--- config.mk ---
export PLATFORM = sky130hd
export DESIGN_NAME = hello_seg_decode
export DESIGN_NICKNAME = d
export VERILOG_FILES = /design/src/rtl/hello_pkg.sv /design/src/rtl/hello_seg_decode.sv
export SDC_FILE = /design/constraint.sdc
export NUM_CORES = 1
export LEC_CHECK = 0
export ABC_AREA = 1
export CAP_MARGIN = 20
export CORE_AREA = 2 2 39 41
export DETAILED_ROUTE_END_ITERATION = 10
export DIE_AREA = 0 0 41 43
export DONT_BUFFER_PORTS = 1
export PLACE_DENSITY = 0.3
export SLEW_MARGIN = 20
export SYNTH_ARGS = -nofsm -noshare
export SYNTH_HDL_FRONTEND = slang
export SYNTH_SLANG_ARGS = --single-unit
--- constraint.sdc ---
create_clock -name vclk -period 1.64
set_input_delay 0.164 -clock vclk [all_inputs]
set_output_delay 0.164 -clock vclk [all_outputs]
set_load 0.03 [all_outputs]
--- src/rtl/hello_pkg.sv ---
// Shared definitions for the HELLO letter-code link: letter codes, receiver
// states and the active-low gfedcba seven-segment images.
package hello_pkg;

    // Letter codes carried on the 3-bit link; 101..111 are illegal
    typedef enum logic [2:0] {
        BLANK = 3'b000,
        H     = 3'b001,
        E     = 3'b010,
        L     = 3'b011,
        O     = 3'b100
    } letter_t;

    // Receiver word-tracking states
    typedef enum logic [2:0] {
        IDLE   = 3'd0,
        GOT_H  = 3'd1,
        GOT_E  = 3'd2,
        GOT_L1 = 3'd3,
        GOT_L2 = 3'd4
    } rx_state_t;

    // Active-low segment images, bit order gfedcba
    localparam logic [6:0] SEG_BLANK = 7'b1111111;
    localparam logic [6:0] SEG_H     = 7'b0001001;
    localparam logic [6:0] SEG_E     = 7'b0000110;
    localparam logic [6:0] SEG_L     = 7'b1000111;
    localparam logic [6:0] SEG_O     = 7'b1000000;
    localparam logic [6:0] SEG_DASH  = 7'b0111111;

    // Number of letters matched so far in a given state
    function automatic logic [2:0] progress_of(input rx_state_t s);
        case (s)
            GOT_H:   progress_of = 3'd1;
            GOT_E:   progress_of = 3'd2;
            GOT_L1:  progress_of = 3'd3;
            GOT_L2:  progress_of = 3'd4;
            default: progress_of = 3'd0;
        endcase
    endfunction

    // Letter that advances the word from a given mid-word state
    function automatic letter_t expected_of(input rx_state_t s);
        case (s)
            GOT_H:   expected_of = E;
            GOT_E:   expected_of = L;
            GOT_L1:  expected_of = L;
            GOT_L2:  expected_of = O;
            default: expected_of = H;
        endcase
    endfunction

endpackage

--- src/rtl/hello_seg_decode.sv ---
// Combinational letter-code to active-low seven-segment image; any code
// outside the letter set shows a dash.
module hello_seg_decode
    import hello_pkg::*;
(
    input  logic [2:0] i_code,
    output logic [6:0] o_seg
);

    logic [2:0] w_code;
    assign w_code = i_code;

    // Map each legal letter to its glyph, everything else to a dash
    always_comb begin
        o_seg = SEG_DASH;
        case (w_code)
            BLANK:   o_seg = SEG_BLANK;
            H:       o_seg = SEG_H;
            E:       o_seg = SEG_E;
            L:       o_seg = SEG_L;
            O:       o_seg = SEG_O;
            default: o_seg = SEG_DASH;
        endcase
    end

endmodule

After elaboration in Yosys (flattened, before gate mapping)
Index checks and enable logic that the tools add are counted.

word-level totals
  RAM bits = 0
  bits in read-only memories = 0
  word-level logic and storage cells = 6
  memories kept = 0
  bits in latches = 0
  input port bits = 3
  output and inout port bits = 7
  bits in registers = 0

operators by class
  add/sub/neg operators = 0
  reduce and logical (&&, ||, !) cells = 1
  multipliers = 0
  shift-type cells = 0
  multiplexer cells = 1
  div/mod/pow operators = 0
  equal/unequal tests = 4
  bitwise gates (word level) = 0
  $lt $le $gt $ge = 0

operators by type and width
  cell                number
  $pmux 7 s5          1
  $eq 3x2->1 const B  2
  $eq 3x1->1 const B  1
  $eq 3x3->1 const B  1
  $logic_not 3->1     1

Logic depth before layout (Yosys ltp)
Gate-level depths: netlist of the first run.

  word-level depth = 2
  mapped depth = 5
  mapped depth without buffers = 4

Worst setup path after synthesis of the first run
No wires, ideal clock.

  kind = input port to output port
  start = in i_code[2]
  end = out o_seg[2]
  path buffers = 1
  slack = 438 ps
  stages on the path = 5
  data arrival time = 1038 ps
  data required time = 1476 ps
  cell sequence = inv_1 > nand2_1 > nor2_1 > nor2_1 > buf_4

on the way
  cells in the longest elaborated chain, start to end = 2
  elaborated cells on any way between the ends = 6
  those cells by class = eq/ne (4); mux (1); reduce/logical (1)

ends and longest elaborated chain
  what                                      line                    source
  start, declared                           hello_seg_decode.sv:6   input logic [2:0] i_code,
  $eq 3x3->1, or another cell as far along  hello_seg_decode.sv:16  case (w_code)
  $pmux 7 s5 *                              hello_seg_decode.sv:16
  end, declared                             hello_seg_decode.sv:7   output logic [6:0] o_seg

Mark *: on every way between the ends. The rest lies on a longest branch, timed or not.

Worst setup path in the final report of the first run
Ends and elaborated chain as after synthesis.

==> results.sh, run 1 <==
export IMPL_run_status="completed"
export IMPL_clkbuf_count=0
export IMPL_report_final_slew_viol_count=0
export IMPL_totalPowerFinal_mw=0.05127
export IMPL_die_h_um=43
export IMPL_critPathArrivalTime_ns=0.72
export IMPL_multiInputGateArea_sq_um=51.30
export IMPL_top_layer_used="met3"
export IMPL_share_of_the_clock_period_used_by_the_worst_path_pct=54.04
export IMPL_hold_buffers=0
export IMPL_synth_top_cells_by_area="sky130_fd_sc_hd__buf_4, sky130_fd_sc_hd__nand2_2, sky130_fd_sc_hd__inv_1, sky130_fd_sc_hd__nand2_1, sky130_fd_sc_hd__nor2_1"
export IMPL_startpoint_type="input pin"
export IMPL_worst_slew_pin_transition_ns=0.3047
export IMPL_regArea_sq_um=0
export IMPL_first_pass_iters=4
export IMPL_design_portCount=10
export IMPL_netlist_top_cell_by_area="sky130_fd_sc_hd__buf_4"
export IMPL_grt_pass1_wl_um=269
export IMPL_fin_crit_ns=0.8862
export IMPL_yosysWarnings=0
export IMPL_slew_limit_headroom_pct=79.64
export IMPL_postRouteAntennaNets=0
export IMPL_placement_io_buffers=0
export IMPL_number_of_antenna_cells_inserted=0
export IMPL_finalNonFillerCells=33
export IMPL_synth_net_count=19
export IMPL_remaining_drc_errors=0
export IMPL_ratio_of_cells_with_drive_above_1_in_the_final_layout_pct=35.29
export IMPL_setup_worst_path_end_class="output pin"
export IMPL_fillCellCount=168
export IMPL_syn_instance_count=16
export IMPL_pwr_density_cell_mw_per_mm2=487.8
export IMPL_seq_area_frac_synth_pct=0
export IMPL_cts_post_setup_buffers_inserted=0
export IMPL_postSynthAreaPerCell_sq_um=4.848
export IMPL_critical_path_max_fanout=3
export IMPL_fin_hold_ws_ns=0.5430
export IMPL_grt_start_max_net_pins=6
export IMPL_worst_ir_drop_vdd_mv=0.06616
export IMPL_setup_total_negative_slack_ns=0
export IMPL_required_time_worst_endpoint_ns=1.48
export IMPL_antenna_found_initial=0
export IMPL_via_per_inst=2.424
export IMPL_grt_setup_unrepaired="no"
export IMPL_route_layer_met1_wl_um=88
export IMPL_floorplan_die_area_sq_mm=0.001763
export IMPL_final_weighted_congestion_of_routability_driven_global_placement=0.6173
export IMPL_hold_viol=0
export IMPL_wirelength_um=193
export IMPL_distinct_cells_synth=8
export IMPL_numSequentialCells=0
export IMPL_synth_top_cell_area_share_pct=19.35
export IMPL_criticalPathCategory="input pin to output pin"
export IMPL_num_nets_final=22
export IMPL_grt_pass1_vias=69
export IMPL_post_drt_wl_per_cell_um=5.848
export IMPL_leakagePower_nw=0.05573
export IMPL_post_cts_resize_count=0
export IMPL_areaGrowthSynthToFinish_pct=35.48
export IMPL_maxCapViolations=0
export IMPL_floorplan_initialDensity_pct=5.606
export IMPL_met3RoutedLength_um=63
export IMPL_setup_viol_count_final=0
export IMPL_detailroute_wirelength_met2_um=41
export IMPL_groute_usage_overall_pct=1.998
export IMPL_synth_cell_area_sq_um=77.57
export IMPL_max_freq_ghz=1.128
export IMPL_dp_final_hpwl_um=182.6
export IMPL_floorplan_core_area_sq_mm=0.001384
export IMPL_placed_cells=33
export IMPL_timing_hold_worst_class="input pin to output pin"
export IMPL_site_row_count=14
export IMPL_netlist_top_cells_count="sky130_fd_sc_hd__inv_1, sky130_fd_sc_hd__nand2_1, sky130_fd_sc_hd__nor2_1"
export IMPL_die_w_um=41
export IMPL_globalRoute_totalOverflow=0
export IMPL_route_vias_total=80
export IMPL_drt_initial_drc_count=1
routing by layer:
metal	track usage [%]	up-vias
li1	-	47
met2	0.9375	7
met5	0	-
met1	4.747	26
met3	1.047	0
met4	0	0
power by group:
part	leakage [nW]	internal (mW)	total (mW)	switching, mW
clock	0	0	0	0
combinational	0.0557	0.0121	0.0513	0.0392
sequential	0	0	0	0
total	0.0557	0.0121	0.0513	0.0392
layout make-up:
cell class	count	share of cell area [%]
inverters	3	10.71
repair buffers	3	21.43
well taps	16	19.05
multi-input cells	11	48.81
path summary, 6_finish.rpt:
path / from / to / slack, ns / depth (start not counted)
worst max-delay path: i_code[2] / o_seg[2] / 0.75 / 5
worst min-delay path: i_code[0] / o_seg[6] / 0.54 / 2
logic make-up (layout without fill, tap and decap cells):
| logic type | after synthesis | after routing | synth area share (%) |
|---|---|---|---|
| compound gates | 1 | 1 | 6.445 |
| buf+inv | 5 | 6 | 33.86 |
| simple gates | 10 | 10 | 59.67 |
worst max-delay path, stage by stage:
cell and delay [ns]:
sky130_fd_sc_hd__inv_1 0.06, sky130_fd_sc_hd__nand2_1 0.07, sky130_fd_sc_hd__nor2_1 0.15, sky130_fd_sc_hd__nor2_1 0.07
sky130_fd_sc_hd__buf_4 0.20
cell usage in the layout, fill, tap and decap left out:
| cell | count |
|---|---|
| sky130_fd_sc_hd__o21ai_0 | 1 |
| sky130_fd_sc_hd__nand3_1 | 1 |
| sky130_fd_sc_hd__nand2_2 | 2 |
| sky130_fd_sc_hd__nand2_1 | 3 |
| sky130_fd_sc_hd__nor2_2 | 1 |
| sky130_fd_sc_hd__inv_1 | 3 |
| sky130_fd_sc_hd__nor2_1 | 3 |
| sky130_fd_sc_hd__buf_4 | 3 |
metrics by stage:
stage	instance area [sq um]	util [%]	worst slack [ns]
2_1_floorplan	77.57	-	0.4384
3_3_place_gp	105.1	7.595	0.7485
3_5_place_dp	105.1	7.595	0.7531
4_1_cts	105.1	7.595	0.7509
5_1_grt	105.1	7.595	0.6820
6_report	105.1	7.595	0.7538
(Power assumes the default switching activity.)
==> run 2, diff against run 1 <==
==> constraint.sdc (replaced) <==
create_clock -name vclk -period 0.8
set_input_delay 0.08 -clock vclk [all_inputs]
set_output_delay 0.08 -clock vclk [all_outputs]
set_load 0.03 [all_outputs]
==> results.sh, run 2 (synthesis gave the netlist of run 1 again) <==
export IMPL_leakagePower_nw=0.06690
export IMPL_postRouteAntennaNets=0
export IMPL_drt_initial_drc_count=1
export IMPL_dp_final_hpwl_um=178.1
export IMPL_met3RoutedLength_um=34
export IMPL_maxCapViolations=0
export IMPL_clkbuf_count=0
export IMPL_critical_path_max_fanout=3
export IMPL_detailroute_wirelength_met2_um=55
export IMPL_setup_viol_count_final=0
export IMPL_required_time_worst_endpoint_ns=0.72
export IMPL_die_h_um=43
export IMPL_run_status="completed"
export IMPL_wirelength_um=180
export IMPL_slew_limit_headroom_pct=80.51
export IMPL_remaining_drc_errors=0
export IMPL_timing_hold_worst_class="input pin to output pin"
export IMPL_floorplan_die_area_sq_mm=0.001763
export IMPL_setup_total_negative_slack_ns=0
export IMPL_hold_viol=0
export IMPL_floorplan_core_area_sq_mm=0.001384
export IMPL_worst_slew_pin_transition_ns=0.2916
export IMPL_ratio_of_cells_with_drive_above_1_in_the_final_layout_pct=41.18
export IMPL_route_layer_met1_wl_um=89
export IMPL_post_cts_resize_count=0
export IMPL_report_final_slew_viol_count=0
export IMPL_site_row_count=14
export IMPL_areaGrowthSynthToFinish_pct=70.97
export IMPL_pwr_density_cell_mw_per_mm2=979.8
export IMPL_number_of_antenna_cells_inserted=0
export IMPL_placed_cells=33
export IMPL_groute_usage_overall_pct=2.198
export IMPL_startpoint_type="input pin"
export IMPL_num_nets_final=22
export IMPL_critPathArrivalTime_ns=0.63
export IMPL_final_weighted_congestion_of_routability_driven_global_placement=0.5917
export IMPL_first_pass_iters=2
export IMPL_grt_pass1_wl_um=303
export IMPL_max_freq_ghz=1.400
export IMPL_via_per_inst=2.455
export IMPL_placement_io_buffers=0
export IMPL_share_of_the_clock_period_used_by_the_worst_path_pct=89.26
export IMPL_numSequentialCells=0
export IMPL_floorplan_initialDensity_pct=5.606
export IMPL_hold_buffers=0
export IMPL_die_w_um=41
export IMPL_regArea_sq_um=0
export IMPL_layout_common_cells="sky130_fd_sc_hd__inv_1, sky130_fd_sc_hd__nand2_1"
export IMPL_post_drt_wl_per_cell_um=5.455
export IMPL_criticalPathCategory="input pin to output pin"
export IMPL_route_vias_total=81
export IMPL_fin_hold_ws_ns=0.3557
export IMPL_worst_ir_drop_vdd_mv=0.1586
export IMPL_cts_post_setup_buffers_inserted=0
export IMPL_antenna_found_initial=0
export IMPL_setup_worst_path_end_class="output pin"
export IMPL_finalNonFillerCells=33
export IMPL_fin_crit_ns=0.7140
export IMPL_grt_start_max_net_pins=6
export IMPL_top_layer_used="met3"
export IMPL_globalRoute_totalOverflow=0
export IMPL_design_portCount=10
export IMPL_grt_pass1_vias=76
export IMPL_grt_setup_unrepaired="no"
## run 2: cell counts in the layout (fill, tap and decap cells not counted)
Identical to the previous run, type by type.
## run 2: metrics by stage
step,utilization (%),total power [mW],cell area (sq um),setup slack [ns]
2_1_floorplan,-,0.09627,80.08,-0.06386
3_3_place_gp,9.584,0.1317,132.6,0.08206
3_5_place_dp,9.584,0.1318,132.6,0.06859
4_1_cts,9.584,0.1320,132.6,0.06760
5_1_grt,9.584,0.1389,132.6,0.005133
6_report,9.584,0.1299,132.6,0.08596
## run 2: area by class of cell
type,instances,area (sq um)
Fill cell,162,1251
Inverter,3,11.26
Multi-Input combinational cell,11,53.80
Tap cell,16,20.02
Timing Repair Buffer,3,47.55
## run 2: final timing paths
check | startpoint | endpoint | slack [ns] | cells past startpoint
max | i_code[2] | o_seg[2] | 0.09 | 5
min | i_code[0] | o_seg[6] | 0.36 | 2
## run 2: where the power goes
group,leakage [nW],internal (mW),switching [mW]
sequential,0,0,0
clock,0,0,0
combinational,0.0669,0.0456,0.0843
total,0.0669,0.0456,0.0843
## run 2: metal layers
layer	vias to the layer above	track usage (%)
li1	47	-
met1	28	3.797
met2	6	2.813
met3	0	0.5236
met4	0	0
met5	-	0
## run 2: critical path, stage by stage
cell and delay [ns]:
sky130_fd_sc_hd__inv_1 0.06, sky130_fd_sc_hd__nand2_1 0.07, sky130_fd_sc_hd__nor2_1 0.18, sky130_fd_sc_hd__nor2_2 0.08, sky130_fd_sc_hd__buf_12 0.15
